==> src/rtl/branch_predictor_bht.sv <==
// Branch predictor with a bimodal table of saturating counters (BHT).
// Predicts next-PC and a taken flag for the instruction at pc_cur; the ROB
// trains the table at commit. JAL is always taken to its direct target,
// B-type follows the counter MSB, everything else (incl. JALR) falls through.
// Optional gshare indexing is enabled by defining BRANCH_PREDICTOR_GSHARE_EN.
module branch_predictor_bht #(
  parameter int ADDR_W    = 32,
  parameter int INS_W     = 32,
  parameter int BHT_IDX_W = 8,
  parameter int CNT_W     = 2,
  parameter int GHR_W     = 8
) (
  input  logic              clk,
  input  logic              rst,
  input  logic              rdy,
  input  logic [ADDR_W-1:0] pc_cur,
  input  logic [INS_W-1:0]  ins_cur,
  input  logic              fetch_valid,
  output logic [ADDR_W-1:0] pc_pred,
  output logic              predict_jump_to_dispatcher,
  input  logic              enable_from_rob,
  input  logic              if_jump,
  input  logic [ADDR_W-1:0] train_pc
`ifdef BRANCH_PREDICTOR_GSHARE_EN
  ,
  output logic [GHR_W-1:0]  pred_ghr,
  input  logic [GHR_W-1:0]  train_ghr,
  input  logic              train_mispredict
`endif
);

  localparam int              ENTRIES   = 1 << BHT_IDX_W;
  localparam logic [CNT_W-1:0] CNT_MAX  = '1;
  localparam logic [CNT_W-1:0] CNT_INIT = CNT_W'((1 << (CNT_W - 1)) - 1);
  localparam logic [6:0]      OP_JAL    = 7'b1101111;
  localparam logic [6:0]      OP_BRANCH = 7'b1100011;

  function automatic logic [CNT_W-1:0] sat_inc(input logic [CNT_W-1:0] c);
    return (c == CNT_MAX) ? c : c + CNT_W'(1);
  endfunction

  function automatic logic [CNT_W-1:0] sat_dec(input logic [CNT_W-1:0] c);
    return (c == '0) ? c : c - CNT_W'(1);
  endfunction

  logic [ENTRIES-1:0][CNT_W-1:0] bht;
  logic [BHT_IDX_W-1:0]          lookup_idx;
  logic [BHT_IDX_W-1:0]          train_idx;
  logic [CNT_W-1:0]              lookup_cnt;
  logic                          is_jal;
  logic                          is_branch;
  logic                          bht_taken;
  logic signed [20:0]            imm_j_raw;
  logic signed [12:0]            imm_b_raw;
  logic signed [ADDR_W-1:0]      imm_j;
  logic signed [ADDR_W-1:0]      imm_b;
  logic                          unused_bits;

  assign is_jal    = (ins_cur[6:0] == OP_JAL);
  assign is_branch = (ins_cur[6:0] == OP_BRANCH);

  assign imm_j_raw = {ins_cur[31], ins_cur[19:12], ins_cur[20], ins_cur[30:21], 1'b0};
  assign imm_b_raw = {ins_cur[31], ins_cur[7], ins_cur[30:25], ins_cur[11:8], 1'b0};
  assign imm_j     = {{(ADDR_W-21){imm_j_raw[20]}}, imm_j_raw};
  assign imm_b     = {{(ADDR_W-13){imm_b_raw[12]}}, imm_b_raw};

`ifdef BRANCH_PREDICTOR_GSHARE_EN
  logic [GHR_W-1:0] ghr;

  assign lookup_idx  = pc_cur[BHT_IDX_W+1:2] ^ BHT_IDX_W'(ghr);
  assign train_idx   = train_pc[BHT_IDX_W+1:2] ^ BHT_IDX_W'(train_ghr);
  assign pred_ghr    = ghr;
  assign unused_bits = ^{train_pc, train_ghr};

  // Global history: mispredict recovery beats the speculative shift on fetch
  always_ff @(posedge clk) begin
    if (rst) begin
      ghr <= '0;
    end else if (rdy) begin
      if (enable_from_rob && train_mispredict) begin
        ghr <= {train_ghr[GHR_W-2:0], if_jump};
      end else if (fetch_valid && is_branch) begin
        ghr <= {ghr[GHR_W-2:0], bht_taken};
      end
    end
  end
`else
  assign lookup_idx  = pc_cur[BHT_IDX_W+1:2];
  assign train_idx   = train_pc[BHT_IDX_W+1:2];
  assign unused_bits = ^{train_pc, fetch_valid};
`endif

  assign lookup_cnt = bht[lookup_idx];
  assign bht_taken  = lookup_cnt[CNT_W-1];

  // Counter table: reset to weakly-not-taken, one saturating update per commit
  always_ff @(posedge clk) begin
    if (rst) begin
      bht <= {ENTRIES{CNT_INIT}};
    end else if (rdy && enable_from_rob) begin
      bht[train_idx] <= if_jump ? sat_inc(bht[train_idx]) : sat_dec(bht[train_idx]);
    end
  end

  // Next-PC selection from the decoded opcode and the looked-up counter
  always_comb begin
    pc_pred                    = pc_cur + ADDR_W'(4);
    predict_jump_to_dispatcher = 1'b0;
    if (is_jal) begin
      pc_pred                    = pc_cur + imm_j;
      predict_jump_to_dispatcher = 1'b1;
    end else if (is_branch && bht_taken) begin
      pc_pred                    = pc_cur + imm_b;
      predict_jump_to_dispatcher = 1'b1;
    end
  end

endmodule

==> config.mk <==
export PLATFORM = sky130hd
export DESIGN_NAME = branch_predictor_bht
export DESIGN_NICKNAME = d
export VERILOG_FILES = /design/src/rtl/branch_predictor_bht.sv
export SDC_FILE = /design/constraint.sdc
export NUM_CORES = 2
export LEC_CHECK = 0
export CORE_UTILIZATION = 45
export DETAILED_ROUTE_END_ITERATION = 7
export SLEW_MARGIN = 20
export SYNTH_ARGS = -nofsm -noshare
export SYNTH_HDL_FRONTEND = slang
export SYNTH_SLANG_ARGS = --single-unit
==> constraint.sdc <==
create_clock -name clk -period 16.1 [get_ports clk]
set_input_delay 4.83 -clock clk [delete_from_list [all_inputs] [get_ports clk]]
set_output_delay 4.83 -clock clk [all_outputs]
set_load 0.005 [all_outputs]
After elaboration in Yosys (flattened, before gate mapping)
Cells that the tools add are included. Widths: inputs -> output; s select.

Register bits after elaboration: 512. Bits in latches: 0. Bits in writable memories: 0. ROM bits: 0. Input bits: 102. Output and inout port bits: 33. Memories kept: 0.

Add/sub/neg operators: 5. $mul: 0. Divide/modulo/power cells: 0. $lt $le $gt $ge: 3. Equal/unequal tests: 3. Shift operators: 0. Muxes and demuxes: 14. Bitwise gates (word level): 0. Reduce and logical (&&, ||, !) cells: 4.

Operators by type and width (number): $bwmux 512 (1); $add 32x32->32 (2); $mux 32 (2); $add 32x3->32 const B (1); $bmux 2 s8 (2); $lt 8x9->1 const B (2); $demux 2 s8 (1); $eq 7x7->1 const B (2); $mux 2 (6); $ge 8x1->1 const B (1); $logic_and 1x1->1 (3); $add 2x1->2 const B (1); $eq 2x2->1 const B (1); $logic_not 2->1 (1); $mux 1 (2); $sub 2x1->2 const B (1).

Logic depth before layout (Yosys ltp)
Depth after elaboration: 6. Mapped depth: 15. Depth with buffers taken out: 11.

Worst setup path before layout
OpenSTA, ideal clock, no wires.

Path kind: input to output. From: input port pc_cur[2]. To: output port pc_pred[21]. Arrival time: 7.710 ns. Data required time: 11.270 ns. Slack: 3.560 ns. Cell stages on the path: 12. Buffers on the path: 3. Path through: buf_2 clkbuf_1 mux2_2 a221oi_1 o221ai_1 a2111oi_0 nor4_1 a211oi_2 inv_2 buf_2 a221oi_1 o22ai_1.

Cells in the longest elaborated chain, start to end: 5. Elaborated cells on any way between the ends: 8. Classes of those cells: 3 x add/sub; 4 x mux; 1 x reduce/logical.

Ends and longest elaborated chain: from (decl) (RTL line 16) `input logic [ADDR_W-1:0] pc_cur,`; $bmux 2 s8 (RTL line 93) `assign lookup_cnt = bht[lookup_idx];`; $mux 2 (implied by the code) (RTL line 93); $logic_and 1x1->1 (RTL line 112) `end else if (is_branch && bht_taken) begin`; $mux 32 (RTL line 112); $mux 32 (*) (RTL line 109) `if (is_jal) begin`; to (decl) (RTL line 19) `output logic [ADDR_W-1:0] pc_pred,`.

Every way passes the cells marked *; elsewhere a longest branch is shown, timed or not. The select of a mux whose other input is x is not followed.

Worst setup path after layout
From: input port pc_cur[5]. To: output port pc_pred[8].

Same word-level chain as after synthesis.

==> results.json <==
{
  "wl_um": 89200,
  "hold_violations": 0,
  "worstSkewPairLatency_ns": 0.63,
  "vias_per_cell": 6.25,
  "wire_per_inst_um": 23.1,
  "grt_pass1_vias": 23039,
  "clkPwrFrac_pct": 45.3,
  "yosysUniqueCellTypes": 78,
  "drtAntennaViolNets": 0,
  "hold-worst-slack_ns": 0.493,
  "rsz0062_at_grt": "false",
  "grt_pass1_wl_um": 138000,
  "layout.cells.non_filler": 3870,
  "num_vias": 24206,
  "synthCells": 2998,
  "ir_drop_mv": 0.0875,
  "grt_overflow": 0,
  "drc": 0,
  "power.density_nw_per_um2": 93.2,
  "crit_type": "input pin to output port",
  "p_int_mw": 2.17,
  "cts-hold-fix-buffers": 0,
  "globalRouteTotalUtil_pct": 28.0,
  "synth_seq_area_share_pct": 36.6,
  "avgSynthCellArea_um2": 9.35,
  "htree_num_levels": 2,
  "core_um2": 61600,
  "first_iter_violations": 2485,
  "dp_slack_ns": 1.78,
  "combPwrFrac_pct": 11.3,
  "top_regs": "bht: 512 flops",
  "cts_buffers": 56,
  "grt_start_max_net_pins": 162,
  "nets": 3133,
  "largest_reg_flops": 512,
  "dp_hpwl_um": 55800,
  "ys_ff_latch": 512,
  "hp-class": "flip-flop to flip-flop",
  "area_delta_synth_final_pct": 12.0,
  "port_buffers": 107,
  "synthArstFlopShare_pct": 0,
  "synth_area_leader_cell": "dfxtp_1",
  "ys.flop_type": "dfxtp_1",
  "cp-start-kind": "input pin",
  "synthMostInstantiatedCell": "dfxtp_1",
  "timing.final.crit_share_pct": 88.9,
  "max_freq_ghz": 0.0699,
  "end_kind": "output port",
  "grt_antenna_before_repair": 3,
  "place_congestion": 0.891,
  "cts_tree": "built",
  "placed_cells": 3763,
  "die_x_um": 252,
  "rows": 91,
  "post-route-util_pct": 51.0,
  "drive_above_1_share_pct": 14.3,
  "netlist_area_um2": 28000,
  "fin_tns_setup_ns": 0,
  "cts_resized": 0,
  "power.switching_mw": 0.760,
  "io_pins": 135,
  "post_cts_buffers": 0,
  "yosys-top-cells-area": "dfxtp_1 (37%), mux4_2 (17%), o21ai_0 (8.0%)",
  "cts_buffer_depth": 3,
  "required_ns": 11.27,
  "synth_nets": 3146,
  "maxCapViolCount": 0,
  "swShare_pct": 26.0,
  "p_leak_nw": 10.4,
  "cts_sinks": 512,
  "ys_warn_count": 0,
  "nFillCells": 5562,
  "fin_crit_ns": 14.32,
  "status": "finished clean",
  "crit_fanout": 16,
  "clock_skew_ns": 0.0197,
  "root_buffer": "clkbuf_16",
  "start_util_pct": 45.5,
  "synth_edf_count": 0,
  "clkTransAtPathRegs_ns": 0.06,
  "cp.arrival_ns": 9.49,
  "seqPwrFrac_pct": 43.4,
  "yosys-top-cells-count": "dfxtp_1 (512), o21ai_0 (450), nand2_1 (341), o21ai_1 (323), nand3b_1 (249)",
  "maxSlewViolCount": 0,
  "synth_top_area_share_pct": 36.6,
  "fin_ws_ns": 1.78,
  "top_register": "bht",
  "firstDrtPassIters": 7,
  "setup_viol": 0,
  "worstMarginPinSlew_ns": 1.10,
  "die_h_um": 252,
  "slew_headroom_pct": 26.9,
  "die_area_um2": 63300
}
cell families after synthesis:
group / count (synthesis) / synth area share (%)
DFF: 512 / 36.6
and+or+nand+nor: 833 / 15.6
buffers and inverters: 263 / 4.99
muxes: 258 / 18.6
xor gates and xnor gates: 55 / 1.72
AOI/OAI and AO/OA: 1030 / 20.4
adders and majority gates: 47 / 2.15
cell type report:
| class | instances | area [um^2] | share of cell area (%) |
|---|---|---|---|
| antenna | 1 | 2.50 | 0.00797 |
| clock buffer | 84 | 1700 | 5.41 |
| clock inverter | 21 | 220 | 0.702 |
| inverter | 20 | 75.1 | 0.239 |
| multi-input combinational | 2223 | 16500 | 52.5 |
| sequential | 512 | 10200 | 32.7 |
| tap | 837 | 1050 | 3.34 |
| timing repair buffer | 172 | 1610 | 5.14 |
metrics by stage:
step                power [mW]  cell area (um^2)
global placement          1.62             29400
finish                    2.93             31400
global route              3.02             31400
CTS                       2.94             31400
detailed placement        1.62             29400
floorplan                 1.53             28000
placed cells by master (no fill, tap or decap), types with 11 or more instances in the layout:
master	Yosys	routed
nand3b_1	249	249
a31oi_1	13	13
ha_1	44	44
a21oi_1	69	69
nand3_1	33	33
nand2_1	341	341
dfxtp_1	512	512
mux4_2	208	208
inv_1	17	16
clkdlybuf4s50_1	0	101
mux2i_1	33	33
clkinv_2	0	12
nand2b_1	19	19
mux2_2	16	16
nor2_1	91	86
o21ai_0	450	450
xor2_1	25	25
a2111oi_0	11	11
nor3_1	36	26
clkbuf_8	0	19
a22oi_1	27	27
nor2b_1	13	12
a21o_1	34	33
clkbuf_16	0	56
o21ai_1	323	323
buf_4	27	62
xnor2_1	30	30
critical path, stage by stage:
cell and delay [ns]:
clkdlybuf4s50_1 0.93, and2_1 0.67, buf_4 0.29, a22oi_1 0.10, a21oi_1 0.32, nor3_1 0.14
nor4_1 0.50, a211oi_4 0.11, nand2_1 0.60, o22ai_1 0.19, a21oi_1 0.24, clkdlybuf4s50_1 0.55
per-layer routing:
metal	global-route usage [%]	routed length, um	up-vias
met5	0	19	-
li1	-	-	11218
met2	43.9	41000	1005
met3	5.34	7740	174
met1	38.1	37200	11807
met4	10.7	3280	2
path summary, 6_finish.rpt:
| check | startpoint | cells after the start | end | slack, ns |
|---|---|---|---|---|
| worst max-delay path | pc_cur[5] | 12 | pc_pred[8] | 1.78 |
| worst min-delay path | bht[165]$_SDFFE_PP0P_ | 2 | bht[165]$_SDFFE_PP0P_ | 0.49 |
| worst max register to register | bht[111]$_SDFFE_PP0P_ | 10 | bht[150]$_SDFFE_PP1P_ | 11.07 |
| worst min register to register | bht[165]$_SDFFE_PP0P_ | 2 | bht[165]$_SDFFE_PP0P_ | 0.49 |
power by group through the flow:
stage	Combinational [mW]	Clock (mW)	Sequential, mW
after floorplan	0.233	0	1.30
after global placement	0.321	0	1.30
after detailed placement	0.324	0	1.30
after CTS	0.325	1.34	1.27
after global routing	0.354	1.40	1.27
final	0.330	1.33	1.27
(Power assumes the default switching activity.)
==> RTL change 1: new RTL, config.mk and constraints unchanged <==
Register the output `pc_pred`, without a reset; this adds one clock of latency there. The other outputs are not delayed to match.
--- a/src/rtl/branch_predictor_bht.sv
+++ b/src/rtl/branch_predictor_bht.sv
@@ -35,4 +35,6 @@
   localparam logic [6:0]      OP_JAL    = 7'b1101111;
   localparam logic [6:0]      OP_BRANCH = 7'b1100011;
+
+  logic [ADDR_W-1:0] pc_pred_d;
 
   function automatic logic [CNT_W-1:0] sat_inc(input logic [CNT_W-1:0] c);
@@ -105,15 +107,19 @@
   // Next-PC selection from the decoded opcode and the looked-up counter
   always_comb begin
-    pc_pred                    = pc_cur + ADDR_W'(4);
+    pc_pred_d                  = pc_cur + ADDR_W'(4);
     predict_jump_to_dispatcher = 1'b0;
     if (is_jal) begin
-      pc_pred                    = pc_cur + imm_j;
+      pc_pred_d                  = pc_cur + imm_j;
       predict_jump_to_dispatcher = 1'b1;
     end else if (is_branch && bht_taken) begin
-      pc_pred                    = pc_cur + imm_b;
+      pc_pred_d                  = pc_cur + imm_b;
       predict_jump_to_dispatcher = 1'b1;
     end
   end
 
+  always_ff @(posedge clk) begin
+    pc_pred <= pc_pred_d;
+  end
+
 endmodule
 
Behaviour: not the same (Yosys sat finds a counterexample within 4 cycles, from zero or initial values and one cycle with rst high).
==> RTL change 1 against the original RTL <==
  * First-iteration DRC count shrank 7.2%
  * Setup slack improved by 1.0 ns
  * Critical path depth down 2
  * Core utilization up 0.44 points
  * Wire length grew 5.9%
  * Design area increased by 1.6%
  * Worst hold slack barely moved
  * Sequential power grew 7%
  * Synthesized area grew 1.3%
  * Sequential share of layout area increased by 1.5 points
  * Power up 11%
  * Highest routed layer unchanged
  * Register-to-register slack improved by 0.23 ns
  * Sequential cell count rose by 32
  * Largest cell class unchanged
==> RTL change 1: results (changes against the original RTL) <==
Top delay family on crit path = buffers and inverters
synthesis-to-finish area growth = 12.3%
first-pass iteration count of the detailed router = 8 (+1)
# fillers = 5,684 (+2.2%)
GRT Util Overall = 29.2% (+1.2 points)
clock buffers = 82 (-2.4%)
multi-input combinational area share = 50.8% (-1.8 points)
CP Data Arrival Time = 8.48 ns (-1.01 ns)
Setup Skew = 0.0203 ns (+0.000512 ns)
Seq Cell Count = 544 (+6.3%)
mux contribution to synthesized area = 16.6% (-2.0 points)
f_max = 75.2 MHz (+7.6%)
Post-Layout Cell Count = 3,987 (+3.0%)
first-pass GRT wire length = 144 mm (+4.1%)
outcome = complete, no violations
dpl cells = 3,878 (+3.1%)
GR Layer Usage met2 = 46.3% (+2.4 points)
Die Span X = 253 um (+0.63%)
CP max stage cell = buf_4
final net count = 3,250 (+3.7%)
post-synthesis adder-cell area fraction = 2.12% (-0.027 points)
multi-input gates = 2,319 (+4.3%)
total CTS buffers = 59 (+5.4%)
met3 GRT Util = 4.74% (-0.61 points)
Ant. Diodes = 0 (-1)
Post-DP Area = 29,700 um^2 (+0.89%)
Max stage delay on crit path = 0.60 ns (-0.33 ns)
Peak VDD IR = 0.0902 mV (+3.1%)
vias in the first global route = 23,800 (+3.5%)
library cells used by synthesis = 75 (-3.8%)
crit-path max FO = 31 (+15)
Worst-Margin Slew = 1.15 ns (+0.0541 ns)
WL met3 = 8.12 mm (+4.8%)
met1 Track Usage GR = 40.0% (+1.9 points)
share of cells above drive strength 1 = 11.8% (-2.5 points)
initial antenna violation count = 1 (-2)
Inverters = 15 (-25%)
list of most frequent post-synthesis cells = nor2_1 (588), dfxtp_1 (544), a21oi_1 (322), nor3_1 (279), a211oi_1 (264)
Seq/Total Area, Yosys = 38.4% (+1.8 points)
Non-clk bufs = 163 (-5.2%)
largest net degree at the start of global routing = 194 (+20%)
largest registers = bht x512, pc_pred x32
clk cell area share = 6.87% (+0.77 points)
NonClk Buf Share = 4.75% (-0.38 points)
Avg Cell Area, Syn = 9.07 um^2 (-3.0%)
Post-Route M1 WL = 39.9 mm (+7.5%)
internal power = 0.00241 W (+11%)
Final HPWL DP = 60.1 mm (+7.8%)
synth top area cells = dfxtp_1 (38%), mux4_2 (14%), nor2_1 (7.8%), a211oi_1 (7.0%), a21oi_1 (5.7%)
## RTL change 1: cell count changes after synthesis, moves of 247 or more
| cell | change |
|---|---|
| nor2_1 | +497 |
| o21ai_0 | -388 |
| o21ai_1 | -320 |
| a211oi_1 | +255 |
| a21oi_1 | +253 |
| nand3b_1 | -247 |
## RTL change 1: power groups by stage
| stage | sequential, W | clock (W) | combinational, W |
|---|---|---|---|
| after CTS | 0.00136 | 0.00154 | 0.000353 |
| after floorplan | 0.00139 | 0 | 0.000247 |
| after detailed placement | 0.00139 | 0 | 0.000351 |
| after global routing | 0.00136 | 0.00160 | 0.000381 |
| final | 0.00136 | 0.00153 | 0.000359 |
| after global placement | 0.00139 | 0 | 0.000347 |
## RTL change 1: path summary, 6_finish.rpt
kind / depth (start not counted) / from / to
setup reg to reg: 11 / bht[63] / bht[128]
setup / recovery: 10 / pc_cur[2] / predict_jump_to_dispatcher
hold reg to reg: 2 / bht[32] / bht[32]
hold / removal: 2 / bht[32] / bht[32]
==> RTL change 2: new RTL, same flow settings <==
Without the edit above. Set the parameter `ADDR_W` to 40 (it was 32).
--- a/src/rtl/branch_predictor_bht.sv
+++ b/src/rtl/branch_predictor_bht.sv
@@ -5,5 +5,5 @@
 // Optional gshare indexing is enabled by defining BRANCH_PREDICTOR_GSHARE_EN.
 module branch_predictor_bht #(
-  parameter int ADDR_W    = 32,
+  parameter int ADDR_W    = 40,
   parameter int INS_W     = 32,
   parameter int BHT_IDX_W = 8,
Interface: changed (resized pc_cur, pc_pred and train_pc); port bits go from 135 to 159. The function was not compared with the original's and may differ.
==> RTL change 2 against the original RTL <==
  * Design area is 4.9% higher
  * Critical endpoint is now pc_pred[33]
  * Sequential cell count stayed put
  * Clock power hardly changed
  * Synthesized area is 5.4% higher
  * Wire length is 8.9% higher
  * Worst hold slack worse by 0.032 ns
  * Power is 2.6% higher
  * Setup slack worse by 0.21 ns
==> RTL change 2: results (changes against the original RTL) <==
outcome = complete, no violations
FF-to-FF Start = bht[206]
# fillers = 6,031 (+8.4%)
CP Data Arrival Time = 9.70 ns (+0.21 ns)
Min Hold Slack = 0.461 ns (-0.0322 ns)
highest routed layer = met4
CP max stage cell = a2111oi_2
met3 GRT Util = 3.84% (-1.5 points)
CP Launch Point = pc_cur[4]
GRT Util Overall = 28.5% (+0.52 points)
list of most frequent post-synthesis cells = a21oi_1 (594), dfxtp_1 (512), nand2_1 (367), o21ai_0 (303), clkbuf_1 (283)
leakage power = 10.2 nW (-1.2%)
met2 wire length = 46.2 mm (+13%)
Peak VDD IR = 0.0868 mV (-0.86%)
Ant. Diodes = 0 (-1)
synth top area cells = dfxtp_1 (35%), mux4_2 (14%), a21oi_1 (10%), a311oi_1 (7.5%), o21ai_0 (5.1%)
vias in the first global route = 25,700 (+11%)
final WL = 97.2 mm (+8.9%)
share of cells above drive strength 1 = 12.7% (-1.6 points)
FF-to-FF setup slack = 11.67 ns (+0.60 ns)
library cells used by synthesis = 72 (-7.7%)
syn_nets = 3,515 (+12%)
met1 Track Usage GR = 38.2% (+0.057 points)
Post-Route M1 WL = 41.4 mm (+11%)
first-pass iteration count of the detailed router = 6 (-1)
min-delay src = bht[260]
## RTL change 2: cell count changes after synthesis, sizes merged, moves of 18 or more
cell,delta
nand3b,-245
a22o,+21
a22oi,+18
mux2i,-20
mux4,-21
nor2,+19
clkbuf,+143
nand2,+26
a311oi,+253
o21ai,-456
a21oi,+525
## RTL change 2: final timing paths
kind | endpoint | cells after the start
worst max-delay path | pc_pred[33] | 14
worst min-delay path | bht[260] | 2
worst max register to register | bht[449] | 12
worst min register to register | bht[260] | 2
## RTL change 2: area by class of cell
cell class | count | area (um^2) | area share, %
clock inverters | 22 | 297 | 0.900
clock buffers | 82 | 1620 | 4.92
flip-flops and latches | 512 | 10200 | 31.1
multi-input cells | 2427 | 17800 | 53.9
well taps | 855 | 1070 | 3.25
repair buffers | 192 | 1870 | 5.68
inverters | 19 | 71.3 | 0.217
## RTL change 2: cells by family (layout without fill, tap and decap cells)
logic type                 Yosys count  after routing  synth area share [%]
AOI/OAI and AO/OA                 1440           1440                  30.3
and+or+nand+nor                    662            662                  9.81
DFF                                512            512                  34.7
buffers and inverters              404            315                  6.00
muxes                              206            206                  14.9
xor gates and xnor gates            65             65                  1.93
adders and majority gates           54             54                  2.34
## RTL change 2: power by group
| group | internal (W) | total, W | switching [W] |
|---|---|---|---|
| registers | 0.00127 | 0.00127 | 0.000000965 |
| logic | 0.000133 | 0.000399 | 0.000266 |
| clock network | 0.000781 | 0.00133 | 0.000551 |
| total | 0.00218 | 0.00300 | 0.000818 |
## RTL change 2: through the flow
step / setup WS (ns) / instances / instance area, um^2
floorplan: 3.28 / 3343 / 29500
global placement: 1.67 / 4000 / 30900
detailed placement: 1.68 / 4000 / 30900
CTS: 1.66 / 4104 / 32800
global route: 1.28 / 4109 / 32900
finish: 1.57 / 4109 / 32900
